==> src/rtl/uart_tx_sched_pkg.sv <==
// Shared types and defaults for the UART transmit scheduler.
package uart_tx_sched_pkg;

   // Transmit FIFO geometry; depth must be a power of two so pointers wrap freely.
   localparam int UARTFifoQueueSize = 32;
   localparam int UARTFifoPtrSize   = $clog2(UARTFifoQueueSize);

   // Core clock cycles per UART bit (CoreFreq / UartBaudRate).
   localparam int UartCmpVal = 173;

   // CSR address that accepts pushes and returns the FIFO status word.
   localparam logic [11:0] UARTFifoCsrAddr = 12'h050;

   typedef enum logic [1:0] {
      IDLE,
      START,
      DATA,
      STOP
   } UartTxStateT;

   typedef logic [$clog2(UartCmpVal)-1:0] UartBaudCntT;

   // Status word layout: {23'b0, overflow, full, empty, level[5:0]}.
   function automatic logic [31:0] packStatus(input logic overflow, input logic full,
                                              input logic empty, input logic [5:0] level);
      return {23'b0, overflow, full, empty, level};
   endfunction

endpackage

==> src/rtl/uart_tx_fifo.sv <==
// Synchronous FIFO with sticky overflow flag; head is visible combinationally.
module uart_tx_fifo
   import uart_tx_sched_pkg::*;
#(
   parameter int Depth = UARTFifoQueueSize,
   parameter int Width = 8
) (
   input  logic                    clk,
   input  logic                    rstN,
   input  logic                    push,
   input  logic [Width-1:0]        pushData,
   input  logic                    pop,
   output logic [Width-1:0]        headData,
   output logic                    full,
   output logic                    empty,
   output logic                    overflow,
   output logic [$clog2(Depth):0]  level
);

   localparam int PtrW   = $clog2(Depth);
   localparam int LevelW = PtrW + 1;

   logic [Width-1:0]  memArr [Depth];
   logic [PtrW-1:0]   wrPtrReg;
   logic [PtrW-1:0]   rdPtrReg;
   logic [LevelW-1:0] levelReg;
   logic              overflowReg;
   logic              pushOk;
   logic              popOk;

   // Fullness is judged before any pop on the same edge, so a push into a
   // full FIFO is dropped even while the head is leaving.
   assign full   = (levelReg == LevelW'(Depth));
   assign empty  = (levelReg == '0);
   assign pushOk = push && !full;
   assign popOk  = pop && !empty;

   // Storage write; contents need no reset because level gates every read.
   always_ff @(posedge clk) begin
      if (pushOk) begin
         memArr[wrPtrReg] <= pushData;
      end
   end

   // Pointers, occupancy and sticky overflow.
   always_ff @(posedge clk or negedge rstN) begin
      if (!rstN) begin
         wrPtrReg    <= '0;
         rdPtrReg    <= '0;
         levelReg    <= '0;
         overflowReg <= 1'b0;
      end else begin
         if (pushOk) begin
            wrPtrReg <= wrPtrReg + 1'b1;
         end
         if (popOk) begin
            rdPtrReg <= rdPtrReg + 1'b1;
         end
         if (push && full) begin
            overflowReg <= 1'b1;
         end
         case ({pushOk, popOk})
            2'b10:   levelReg <= levelReg + 1'b1;
            2'b01:   levelReg <= levelReg - 1'b1;
            default: levelReg <= levelReg;
         endcase
      end
   end

   // Head read is combinational so a pop can load the consumer on the same edge.
   assign headData = memArr[rdPtrReg];
   assign level    = levelReg;
   assign overflow = overflowReg;

endmodule

==> src/rtl/uart_tx_sched.sv <==
// CSR-fed UART 8N1 transmitter: push decode, FIFO, bit-timing FSM, drain interrupt.
module uart_tx_sched
   import uart_tx_sched_pkg::*;
#(
   parameter int          FifoDepth = UARTFifoQueueSize,
   parameter int          CmpVal    = UartCmpVal,
   parameter logic [11:0] CsrAddr   = UARTFifoCsrAddr
) (
   input  logic        clk,
   input  logic        reset,
   input  logic        csr_enable,
   input  logic        csr_we,
   input  logic [11:0] csr_addr,
   input  logic [31:0] csr_wdata,
   output logic [31:0] csr_rdata,
   output logic        tx,
   output logic        busy,
   output logic        irq_drained
);

   localparam int BaudW = (CmpVal > 1) ? $clog2(CmpVal) : 1;
   typedef logic [BaudW-1:0] BaudCntT;
   localparam BaudCntT BaudLast = BaudCntT'(CmpVal - 1);

   UartTxStateT stateReg, stateNext;
   BaudCntT     baudReg, baudNext;
   logic [2:0]  bitIdxReg, bitIdxNext;
   logic [7:0]  shiftReg, shiftNext;
   logic        txReg, txNext;
   logic        irqReg, irqNext;

   logic                      pushReq;
   logic                      popReq;
   logic                      bitEnd;
   logic [7:0]                fifoHead;
   logic                      fifoFull;
   logic                      fifoEmpty;
   logic                      fifoOverflow;
   logic [$clog2(FifoDepth):0] fifoLevel;
   logic                      unusedWdata;

   // Only the low byte is transmitted; the rest of the write word is ignored.
   assign unusedWdata = ^csr_wdata[31:8];

   assign pushReq = csr_enable && csr_we && (csr_addr == CsrAddr);
   assign bitEnd  = (baudReg == BaudLast);

   uart_tx_fifo #(
      .Depth (FifoDepth),
      .Width (8)
   ) uFifo (
      .clk      (clk),
      .rstN     (reset),
      .push     (pushReq),
      .pushData (csr_wdata[7:0]),
      .pop      (popReq),
      .headData (fifoHead),
      .full     (fifoFull),
      .empty    (fifoEmpty),
      .overflow (fifoOverflow),
      .level    (fifoLevel)
   );

   // FSM, baud counter, shift register and registered tx/irq outputs.
   always_ff @(posedge clk or negedge reset) begin
      if (!reset) begin
         stateReg  <= IDLE;
         baudReg   <= '0;
         bitIdxReg <= '0;
         shiftReg  <= '0;
         txReg     <= 1'b1;
         irqReg    <= 1'b0;
      end else begin
         stateReg  <= stateNext;
         baudReg   <= baudNext;
         bitIdxReg <= bitIdxNext;
         shiftReg  <= shiftNext;
         txReg     <= txNext;
         irqReg    <= irqNext;
      end
   end

   // Next-state logic; tx is computed one cycle ahead so the pin is a flop.
   always_comb begin
      stateNext  = stateReg;
      baudNext   = baudReg;
      bitIdxNext = bitIdxReg;
      shiftNext  = shiftReg;
      txNext     = txReg;
      irqNext    = 1'b0;
      popReq     = 1'b0;
      case (stateReg)
         IDLE: begin
            txNext = 1'b1;
            if (!fifoEmpty) begin
               popReq     = 1'b1;
               shiftNext  = fifoHead;
               baudNext   = '0;
               bitIdxNext = '0;
               txNext     = 1'b0;
               stateNext  = START;
            end
         end
         START: begin
            if (bitEnd) begin
               baudNext   = '0;
               bitIdxNext = '0;
               txNext     = shiftReg[0];
               stateNext  = DATA;
            end else begin
               baudNext = baudReg + 1'b1;
            end
         end
         DATA: begin
            if (bitEnd) begin
               baudNext  = '0;
               shiftNext = {1'b0, shiftReg[7:1]};
               if (bitIdxReg == 3'd7) begin
                  txNext    = 1'b1;
                  stateNext = STOP;
               end else begin
                  bitIdxNext = bitIdxReg + 3'd1;
                  txNext     = shiftReg[1];
               end
            end else begin
               baudNext = baudReg + 1'b1;
            end
         end
         STOP: begin
            if (bitEnd) begin
               baudNext = '0;
               if (!fifoEmpty) begin
                  // Next byte starts straight after the stop bit, no idle gap.
                  popReq     = 1'b1;
                  shiftNext  = fifoHead;
                  bitIdxNext = '0;
                  txNext     = 1'b0;
                  stateNext  = START;
               end else begin
                  txNext    = 1'b1;
                  irqNext   = 1'b1;
                  stateNext = IDLE;
               end
            end else begin
               baudNext = baudReg + 1'b1;
            end
         end
         default: begin
            stateNext = IDLE;
            txNext    = 1'b1;
         end
      endcase
   end

   assign tx          = txReg;
   assign irq_drained = irqReg;
   assign busy        = (stateReg != IDLE);

   // Status reads are side-effect free and decode only the FIFO address.
   assign csr_rdata = (csr_addr == CsrAddr)
                    ? packStatus(fifoOverflow, fifoFull, fifoEmpty, 6'(fifoLevel))
                    : 32'h0;

endmodule

==> config.mk <==
export PLATFORM = sky130hd
export DESIGN_NAME = uart_tx_sched
export DESIGN_NICKNAME = d
export VERILOG_FILES = /design/src/rtl/uart_tx_sched_pkg.sv /design/src/rtl/uart_tx_fifo.sv /design/src/rtl/uart_tx_sched.sv
export SDC_FILE = /design/constraint.sdc
export NUM_CORES = 1
export LEC_CHECK = 0
export ABC_AREA = 0
export BUFFER_PORTS_ARGS = -buffer_cell sky130_fd_sc_hd__buf_2
export CORE_ASPECT_RATIO = 2
export CORE_MARGIN = 5
export CORE_UTILIZATION = 25
export DETAILED_ROUTE_END_ITERATION = 12
export PLACE_DENSITY = 0.39
export SYNTH_ARGS = -nofsm -noshare
export SYNTH_HDL_FRONTEND = slang
export SYNTH_HIERARCHICAL = 1
export SYNTH_SLANG_ARGS = --single-unit
export TNS_END_PERCENT = 30
==> constraint.sdc <==
create_clock -name clk -period 3.5 [get_ports clk]
set_clock_uncertainty 0.1 [all_clocks]
set_input_delay 0.175 -clock clk [delete_from_list [all_inputs] [get_ports clk]]
set_output_delay 0.175 -clock clk [all_outputs]
set_load 0.02 [all_outputs]
After elaboration in Yosys (flattened, before gate mapping):

Memory sizes are Yosys's and may differ from the RTL's.
Cells that the tools add are included.
Widths: inputs -> output; s select.

* eq/ne operators: 15
* mux-type cells: 35
* reduce and logical (&&, ||, !) cells: 17
* add/sub/neg operators: 6

Operators with widths (count)
* $mux 8: 5
* $pmux 8 s3: 1
* $pmux 8 s2: 1
* $mux 3: 5
* $eq 12x7->1 const B: 1
* $mux 1: 12
* $ne 2x2->1 const B: 6
* $pmux 3 s4: 1
* $pmux 6 s2: 1
* $add 5x1->5 const B: 2
* $mux 2: 5
* $mux 9: 1
* $add 8x1->8 const B: 1
* $eq 8x8->1 const B: 1
* $pmux 2 s4: 1
* $add 6x1->6 const B: 1
* $eq 2x2->1 const B: 3
* $eq 6x6->1 const B: 1
* $logic_not 6->1: 1
* $reduce_and 3->1: 2
* $sub 6x1->6 const B: 1
* $logic_and 1x1->1: 5
* $reduce_and 5->1: 1
* $eq 2x1->1 const B: 2
* 10 further kinds: 12

* logic and storage cells: 84
* output and inout bits: 35
* input port bits: 48
* memories: 1
* flip-flop bits (word level): 40
* bits in writable memories: 256

Memories
* uFifo.memArr: depth 32, width 8, read ports 1, clocked after memory_dff 0, write ports 1, RTL line uart_tx_fifo.sv:23 `logic [Width-1:0] memArr [Depth];`

Depth between registers and ports, before layout:

Gate-level depths: netlist of run 1.

* depth after elaboration: 7
* gate-level depth with buffers: 14

Modules after synthesis:

The synthesis of run 1 kept the hierarchy.

By module, submodules not included
* uart_tx_fifo: sequential area each 8112.8 µm², area each 10956.8 µm², times used 1, cells an instance 565
* uart_tx_sched: sequential area each 576.8 µm², area each 1621.6 µm², times used 1, cells an instance 158

Worst setup path after synthesis of run 1:

No wires, ideal clock.

* kind: reg2reg
* start point: register uFifo.levelReg[0] (netlist: uFifo/level[0])
* end point: register uFifo.levelReg[5] (netlist: uFifo/level[5])
* slack: -0.038 ns
* cell stages (with the launch flop): 13
* arrival: 3.315 ns
* path buffers: 0
* path through: dfrtp_1 -> or4_1 -> or2_2 -> nor2_1 -> nor2_1 -> a21boi_0 -> o31a_1 -> ha_1 -> ha_1 -> nor4bb_1 -> a311o_1 -> or3b_1 -> xnor2_1

* longest elaborated chain between the ends: 7
* elaborated cells between the ends (all ways): 15

RTL lines
* start, declared: RTL line uart_tx_fifo.sv:26 `logic [LevelW-1:0] levelReg;`
* start signal, assigned: RTL line uart_tx_fifo.sv:63 `2'b10: levelReg <= levelReg + 1'b1;`
* start signal, assigned: RTL line uart_tx_fifo.sv:64 `2'b01: levelReg <= levelReg - 1'b1;`
* start signal, assigned: RTL line uart_tx_fifo.sv:65 `default: levelReg <= levelReg;`
* $logic_not 6->1 (*): RTL line uart_tx_fifo.sv:34 `assign empty = (levelReg == '0);`
* named net fifoEmpty: RTL line uart_tx_sched.sv:37 `logic fifoEmpty;`
* $mux 1 (*): RTL line uart_tx_sched.sv:95, uart_tx_sched.sv:132
* $mux 1: RTL line uart_tx_sched.sv:130 `if (bitEnd) begin`
* $pmux 1 s2 (*): RTL line uart_tx_sched.sv:92 `case (stateReg)`
* named net popReq: RTL line uart_tx_sched.sv:33 `logic popReq;`
* $logic_and 1x1->1 (*): RTL line uart_tx_fifo.sv:36 `assign popOk = pop && !empty;`
* named net uFifo.popOk: RTL line uart_tx_fifo.sv:29 `logic popOk;`
* $eq 2x1->1 / $eq 2x2->1 (equally long branches): RTL line uart_tx_fifo.sv:62 `case ({pushOk, popOk})`
* $pmux 6 s2 / $reduce_bool 2->1 (equally long branches)

Mark *: on every way through the listed nets, which the timed path passes. The rest lies on a longest branch.
A chain may end at the register's enable or synchronous reset.

Worst setup path after layout of run 1:

* start point: register uFifo.levelReg[1] (netlist: uFifo/level[1])
* end point: register uFifo.levelReg[5] (netlist: uFifo/level[5])

The elaborated chain is that of the path after synthesis.

==> impl_metrics.py, run 1 <==
metrics = {
    "floorplanning": {
        "die-height_um": 327.2,
        "floorplan.io_pins": 83,
        "std_cell_rows": 116,
        "floorplan.initialDensity_pct": 25.19,
        "core_um2": 49930,
        "dieWidth_um": 168.6,
        "design.die.area_um2": 55170,
    },
    "placement": {
        "detailedPlacementHpwl_mm": 22.10,
        "place_congestion": 0.7571,
        "port_buffers": 35,
        "post_dp_cell_area_um2": 13750,
        "placedCellCount": 1432,
        "preCtsSetupSlack_ns": -0.01344,
    },
    "synth": {
        "synth_warnings": 6,
        "yosys_register_bits": 296,
        "syn_area_per_cell_um2": 17.40,
        "synth-main-ff-cell": "edfxtp_1",
        "number_of_flops_mapped_to_enable_cells_by_yosys": 256,
        "asyncSetResetFlopFracSynth_pct": 13.51,
        "netlist-cell-type-count": 66,
        "synth.yosys.seq_area_share_pct": 69.08,
        "netlist_instances": 723,
        "synthesized_cell_area_um2": 12580,
    },
    "route": {
        "ant_nets": 0,
        "drt_iter0_drc": 299,
        "routed_wl_per_cell_um": 21.14,
        "detailroute.via_count": 6463,
        "avgViaCountPerCell": 4.352,
        "finalWirelength_mm": 31.39,
        "detailedRoute.firstPassIterationCount": 4,
        "detail_route.drc_violations": 0,
    },
    "layout": {
        "drive_above_1_share_pct": 25.36,
        "final_common_cell": "edfxtp_1",
        "layout.core_utilization_pct": 29.43,
        "n_antenna_cell": 0,
        "layout.nets": 886,
        "stdcell_area_um2": 14700,
        "instances_no_fill": 1485,
        "leading_cell_types_in_the_layout_fill_and_taps_excluded": "edfxtp_1 (256), buf_4 (61), nor2_1 (46)",
        "syn_to_final_growth_pct": 16.83,
    },
    "setup_path": {
        "timing.reg2reg.worst_path_depth": 13,
        "worst-path-max-fanout": 6,
        "endpoint_of_the_most_critical_register_to_register_path": "uFifo/level[5]",
        "crit_path_end_kind": "register",
        "register_to_register_setup_slack_ns": 0.16,
        "reg2reg_from": "uFifo/level[1]",
        "timing_worst_setup_path_type": "reg -> reg",
        "worst_ep_required_time_ns": 3.83,
        "worst-endpoint-arrival_ns": 3.67,
        "worstSetupStartpointType": "register",
    },
    "global_route": {
        "grt_antenna_before_repair": 1,
        "grt_start_max_net_pins": 33,
        "global_route_wire_length_before_repair_mm": 46.60,
        "grt_overflow_total": 0,
        "first_global_vias": 7101,
        "grt_usage_pct": 11.34,
    },
    "power": {
        "leak_pwr_nw": 5.160,
        "p_int_w": 0.005490,
        "comb_power_share_pct": 1.5,
        "power_switching_w": 0.001401,
        "power.clock.fraction_pct": 42.9,
        "switching_share_pct": 20.34,
        "power_per_cell_area_nw_per_um2": 468.9,
        "maximum_resistive_drop_on_vdd_v": 0.0003235,
        "share_seq_of_total_power_pct": 55.6,
    },
    "timing": {
        "final.min_clock_period_ns": 3.341,
        "max_freq_mhz": 299.3,
        "holdWs_ns": 0.06929,
        "setup_viol_count_final": 0,
        "timing.final.max_slew_violations": 0,
        "max_slew_margin_vs_limit_pct": 35.84,
        "min_period_over_period_pct": 95.46,
        "least_setup_slack_across_all_paths_after_layout_ns": 0.1589,
        "finalHoldViolCount": 0,
        "worstMarginPinSlew_ns": 0.9588,
    },
    "clocking": {
        "clock_tree.htree_level_count": 1,
        "clkSlewWorstSetupHoldPaths_ns": 0.06,
        "cts_buffer_depth": 3,
        "cts.sink_count": 296,
        "number_of_buffers_created_by_cts": 27,
        "worst_skew_pair.late_latency_ns": 0.55,
        "cts_tree": "done",
        "cts_root_buf": "clkbuf_16",
    },
    "hold_path": {
        "holdPathEnd": "uFifo/memArr[28][5]",
        "worstHoldStart": "csr_wdata[5]",
        "timing.hold.worst.class": "in -> reg",
        "hold-path-cell-count": 1,
    },
    "run_status": {
        "outcome": "complete, no violations",
    },
    "job": {
        "maxCapViolations": 0,
    },
}
-- layout make-up --
| class | instances | area [µm²] |
|---|---|---|
| fillers | 5002 | 35230 |
| flip-flops and latches | 296 | 8695 |
| multi-input cells | 373 | 3570 |
| well taps | 649 | 812.0 |
| clock buffers | 33 | 698.2 |
| repair buffers | 101 | 693.2 |
| clock inverters | 15 | 160.2 |
| inverters | 18 | 67.56 |
-- layer usage --
| metal | up-vias | routed length, µm | global-route usage (%) | part of all wire (%) |
|---|---|---|---|---|
| li1 | 2997 | - | - | - |
| met1 | 3293 | 10540 | 10.99 | 34 |
| met2 | 128 | 18730 | 23.51 | 60 |
| met3 | 43 | 1108 | 1.521 | 3.5 |
| met4 | 2 | 993 | 4.132 | 3.2 |
| met5 | - | 13 | 0 | 0.041 |
-- cells by family after synthesis --
group | Yosys count | share of synthesized area, %
buf+inv | 76 | 3.601
simple gates | 123 | 5.292
mux | 100 | 13.31
other cells | 1 | 0.02981
fa+ha+maj | 21 | 2.149
compound gates | 89 | 5.352
xor+xnor | 17 | 1.184
flops | 296 | 69.08
-- worst max-delay path, cell delays in order, from the launching register on --
cell	delay, ns
dfrtp_1	0.38
or4_4	0.56
or2_2	0.31
nor2_2	0.11
nor2_1	0.06
a21boi_0	0.12
o31a_1	0.15
ha_4	0.21
ha_1	0.31
a211oi_2	0.09
buf_4	0.14
o2111ai_1	0.18
or3b_1	0.38
xnor2_1	0.13
-- cells in the mapped netlist (5+ instances only) --
master	number	area share (%)
clkbuf_1	10	0.30
nand4_1	6	0.30
nand3b_1	5	0.30
buf_2	13	0.52
nand3_1	6	0.24
edfxtp_1	256	61
mux4_1	13	2.7
nand2_1	14	0.42
dfrtp_1	39	7.8
a211oi_1	5	0.30
o221ai_1	8	0.56
xor2_1	8	0.56
mux2_2	18	1.6
and2_1	10	0.50
nor2_1	47	1.4
a21oi_1	16	0.64
xnor2_1	9	0.63
ha_1	20	2.0
mux2i_1	33	2.6
a2111oi_1	5	0.40
o22ai_1	7	0.35
buf_6	5	0.45
a22oi_1	8	0.48
mux4_2	35	6.3
inv_1	18	0.54
o21ai_0	10	0.40
buf_4	26	1.6
a22o_1	10	0.70
-- how the worst max path moves through the flow --
| stage | cells past startpoint | startpoint | to |
|---|---|---|---|
| floorplan | 12 | uFifo/level[0] | uFifo/level[5] |
| global placement | 12 | uFifo/level[1] | uFifo/level[5] |
| detailed placement | 12 | uFifo/level[1] | uFifo/level[5] |
| CTS | 12 | uFifo/level[1] | uFifo/level[5] |
| global route | 12 | uFifo/level[1] | uFifo/level[5] |
| finish | 13 | uFifo/level[1] | uFifo/level[5] |
-- power by group through the flow --
stage	sequential [W]	combinational (W)	clock [W]
6_report	0.00383	0.000102	0.00296
5_1_grt	0.00383	0.000115	0.00320
4_1_cts	0.00383	0.000108	0.00308
3_5_place_dp	0.00391	0.000105	0
2_1_floorplan	0.00391	0.0000440	0
3_3_place_gp	0.00391	0.000102	0
-- registers in the layout (all words and copies together) (netlist names) --
signal,cells
uFifo/level,6
uFifo/wrPtrReg,5
uFifo/rdPtrReg,5
shiftReg,8
uFifo/overflow,1
baudReg,8
tx,1
bitIdxReg,3
irq_drained,1
stateReg,2
uFifo/memArr,256
-- what timing repair did --
action                                  in CTS  in global routing
endpoints found under the setup margin       1                  2
hold endpoints to repair                    40                  0
resized for setup                            1                  5
buffers inserted                             0                  1
hold buffers                                 4                  0
-- through the flow --
stage               power (W)  setup TNS (ns)
floorplan            0.003954               0
global placement     0.004011               0
detailed placement   0.004014        -0.01344
CTS                  0.007017               0
global route         0.007149       -0.005776
finish               0.006891               0
No activity file was read; power rests on OpenSTA's default activity.
==> inputs of run 2 (changes only) <==
--- a/config.mk
+++ b/config.mk
@@ -7,11 +7,15 @@
 export LEC_CHECK = 0
 export ABC_AREA = 0
 export BUFFER_PORTS_ARGS = -buffer_cell sky130_fd_sc_hd__buf_2
+export CELL_PAD_IN_SITES_DETAIL_PLACEMENT = 0
+export CELL_PAD_IN_SITES_GLOBAL_PLACEMENT = 1
 export CORE_ASPECT_RATIO = 2
 export CORE_MARGIN = 5
 export CORE_UTILIZATION = 25
 export DETAILED_ROUTE_END_ITERATION = 12
-export PLACE_DENSITY = 0.39
+export MAX_ROUTING_LAYER = met4
+export PLACE_DENSITY = 0.44
+export RECOVER_POWER = 50
 export SYNTH_ARGS = -nofsm -noshare
 export SYNTH_HDL_FRONTEND = slang
 export SYNTH_HIERARCHICAL = 1
==> run 2 against run 1 <==
The run now ends with max-capacitance violations, max-slew violations left. Fmax increased by 2.1%. Global-route usage increased by 0.76 points. Die area unchanged. Via count increased by 1.0%. Power decreased by 1.6%. Design area about the same. Critical path type unchanged. Largest cell class unchanged.
==> impl_metrics.py, run 2 (same netlist as run 1, synthesis figures left out) <==
metrics = {
    "floorplanning": {
        "die-height_um": 327.2,
        "std_cell_rows": 116,
        "dieWidth_um": 168.6,
        "floorplan.io_pins": 83,
        "core_um2": 49930,
        "design.die.area_um2": 55170,
        "floorplan.initialDensity_pct": 25.19,
    },
    "route": {
        "detail_route.drc_violations": 0,
        "detailroute.via_count": 6528,
        "detailedRoute.firstPassIterationCount": 4,
        "finalWirelength_mm": 32.21,
        "routed_wl_per_cell_um": 21.56,
        "ant_nets": 0,
        "drt_iter0_drc": 298,
        "avgViaCountPerCell": 4.369,
    },
    "timing": {
        "finalHoldViolCount": 0,
        "max_freq_mhz": 305.6,
        "final.min_clock_period_ns": 3.272,
        "setup_viol_count_final": 0,
        "grt_setup_unrepaired": "no",
        "max_slew_margin_vs_limit_pct": -24.67,
        "worstMarginPinSlew_ns": 1.870,
        "timing.setup.tns_ns": 0,
        "min_period_over_period_pct": 93.49,
        "timing.final.max_slew_violations": 292,
    },
    "clocking": {
        "clock_tree.htree_level_count": 1,
        "worst_skew_pair.late_latency_ns": 0.54,
        "cts_root_buf": "clkbuf_16",
        "number_of_buffers_created_by_cts": 27,
        "clkSlewWorstSetupHoldPaths_ns": 0.07,
        "cts_buffer_depth": 3,
        "cts.sink_count": 296,
        "cts_tree": "done",
        "cts.repair_timing.setup_buffer_count": 0,
    },
    "layout": {
        "syn_to_final_growth_pct": 16.89,
        "largest_reg_flops": 256,
        "stdcell_area_um2": 14700,
        "layout_top_registers": "uFifo/memArr x256, baudReg x8, shiftReg x8",
        "registers.top_by_ff_count": "uFifo/memArr",
        "fillerInstances": 5045,
        "drive_above_1_share_pct": 23.67,
        "combined_area_of_the_multi_input_logic_cells_um2": 3567,
        "n_antenna_cell": 0,
        "instances_no_fill": 1494,
        "leading_cell_types_in_the_layout_fill_and_taps_excluded": "edfxtp_1 (256), buf_4 (67), nor2_1 (46)",
        "layout.nets": 894,
        "final_common_cell": "edfxtp_1",
        "final-seq-area_um2": 8695,
    },
    "power": {
        "maximum_resistive_drop_on_vdd_v": 0.0002979,
        "leak_pwr_nw": 5.155,
        "power_per_cell_area_nw_per_um2": 461.4,
    },
    "setup_path": {
        "timing.critical_path.buf_inv": 0,
        "cp_cell_sequence": "or4_1, or2_2, nor2_2, nor2_1, a21boi_0, o31a_1, ha_4, ha_4, nor4b_1, a311o_1, or3b_1, xnor2_1",
        "crit_top_cell": "ha_4",
        "cpLargestDelayFamily": "simple AND/OR/NAND/NOR gates",
        "crit_path_end_kind": "register",
        "worst-path-max-fanout": 9,
        "timing_worst_setup_path_type": "reg -> reg",
        "worst-endpoint-arrival_ns": 3.60,
        "worstSetupStartpointType": "register",
        "crit_slowest_cell": "or4_1",
        "worst_ep_required_time_ns": 3.83,
        "worst_path_largest_cell_delay_ns": 0.54,
    },
    "global_route": {
        "grt_usage_pct": 12.10,
        "grt_start_max_net_pins": 33,
        "first_global_vias": 7066,
        "grt_antenna_before_repair": 0,
        "grt_overflow_total": 0,
        "global_route_wire_length_before_repair_mm": 48.13,
    },
    "run_status": {
        "violated_checks": "max-capacitance violations, max-slew violations",
        "outcome": "complete, but fails checks",
    },
    "hold_path": {
        "timing.hold.worst.class": "in -> reg",
    },
    "placement": {
        "post_dp_cell_area_um2": 13840,
        "placedCellCount": 1442,
        "port_buffers": 35,
        "detailedPlacementHpwl_mm": 22.50,
        "place_congestion": 0.7293,
    },
    "job": {
        "maxCapViolations": 9,
    },
}
run 2: cell count changes in the layout (fill, tap and decap cells not counted), moves of 2 or more:
cell | before | now
buf_2 | 35 | 22
buf_4 | 61 | 67
clkbuf_1 | 6 | 20
clkinv_1 | 3 | 10
clkinvlp_4 | 4 | 2
run 2: cell type report:
class,instances,area share [%]
Timing Repair Buffer,109,5.029
Inverter,18,0.4595
Sequential cell,296,59.14
Multi-Input combinational cell,373,24.26
Tap cell,649,5.523
Clock buffer,32,4.723
Clock inverter,17,0.8680
run 2: through the flow:
stage / util, % / total power (W) / hold slack [ns] / setup slack (ns)
after floorplan: - / 0.003954 / -0.2206 / 0.02966
final: 29.45 / 0.006784 / 0.2983 / 0.2279
after global placement: 27.72 / 0.004014 / 0.2013 / 0.05513
after global routing: 29.45 / 0.007039 / 0.3226 / 0.03910
after CTS: 29.43 / 0.006902 / 0.09248 / 0.01317
after detailed placement: 27.72 / 0.004017 / 0.2054 / 0.02057
run 2: where the power goes:
group	switching, W	total [W]	internal, W
Clock	0.00129	0.00285	0.00156
Sequential	0.000000567	0.00384	0.00384
Combinational	0.0000891	0.000100	0.0000111
Total	0.00138	0.00678	0.00540
run 2: layer usage:
layer	share of wire (%)	vias to the layer above	GRT usage, %
met3	2.6	38	1.087
li1	-	3010	-
met5	0	-	-
met4	2.8	0	4.061
met1	36	3378	12.33
met2	59	102	23.81
run 2: what timing repair did:
action                                  CTS  global route
endpoints found under the setup margin    0             1
hold buffers                              3             0
resized for setup                         0             6
endpoints found under the hold margin    27             0
run 2: path summary, 6_finish.rpt:
check,from,to,slack (ns),cells past startpoint
setup / recovery,uFifo/level[1],uFifo/level[5],0.23,12
max in group asynchronous,reset,irq_drained,1.22,3
min in group asynchronous,reset,uFifo/level[0],0.57,2
hold reg to reg,uFifo/overflow,uFifo/overflow,0.35,1
hold / removal,csr_enable,uFifo/wrPtrReg[2],0.30,5
setup reg to reg,uFifo/level[1],uFifo/level[5],0.23,12
run 2: tightest hold or removal path, cell delays in order:
cell and delay (ns):
buf_2 0.10, and3_1 0.20, o311ai_2 0.11, buf_4 0.23
xnor2_1 0.08
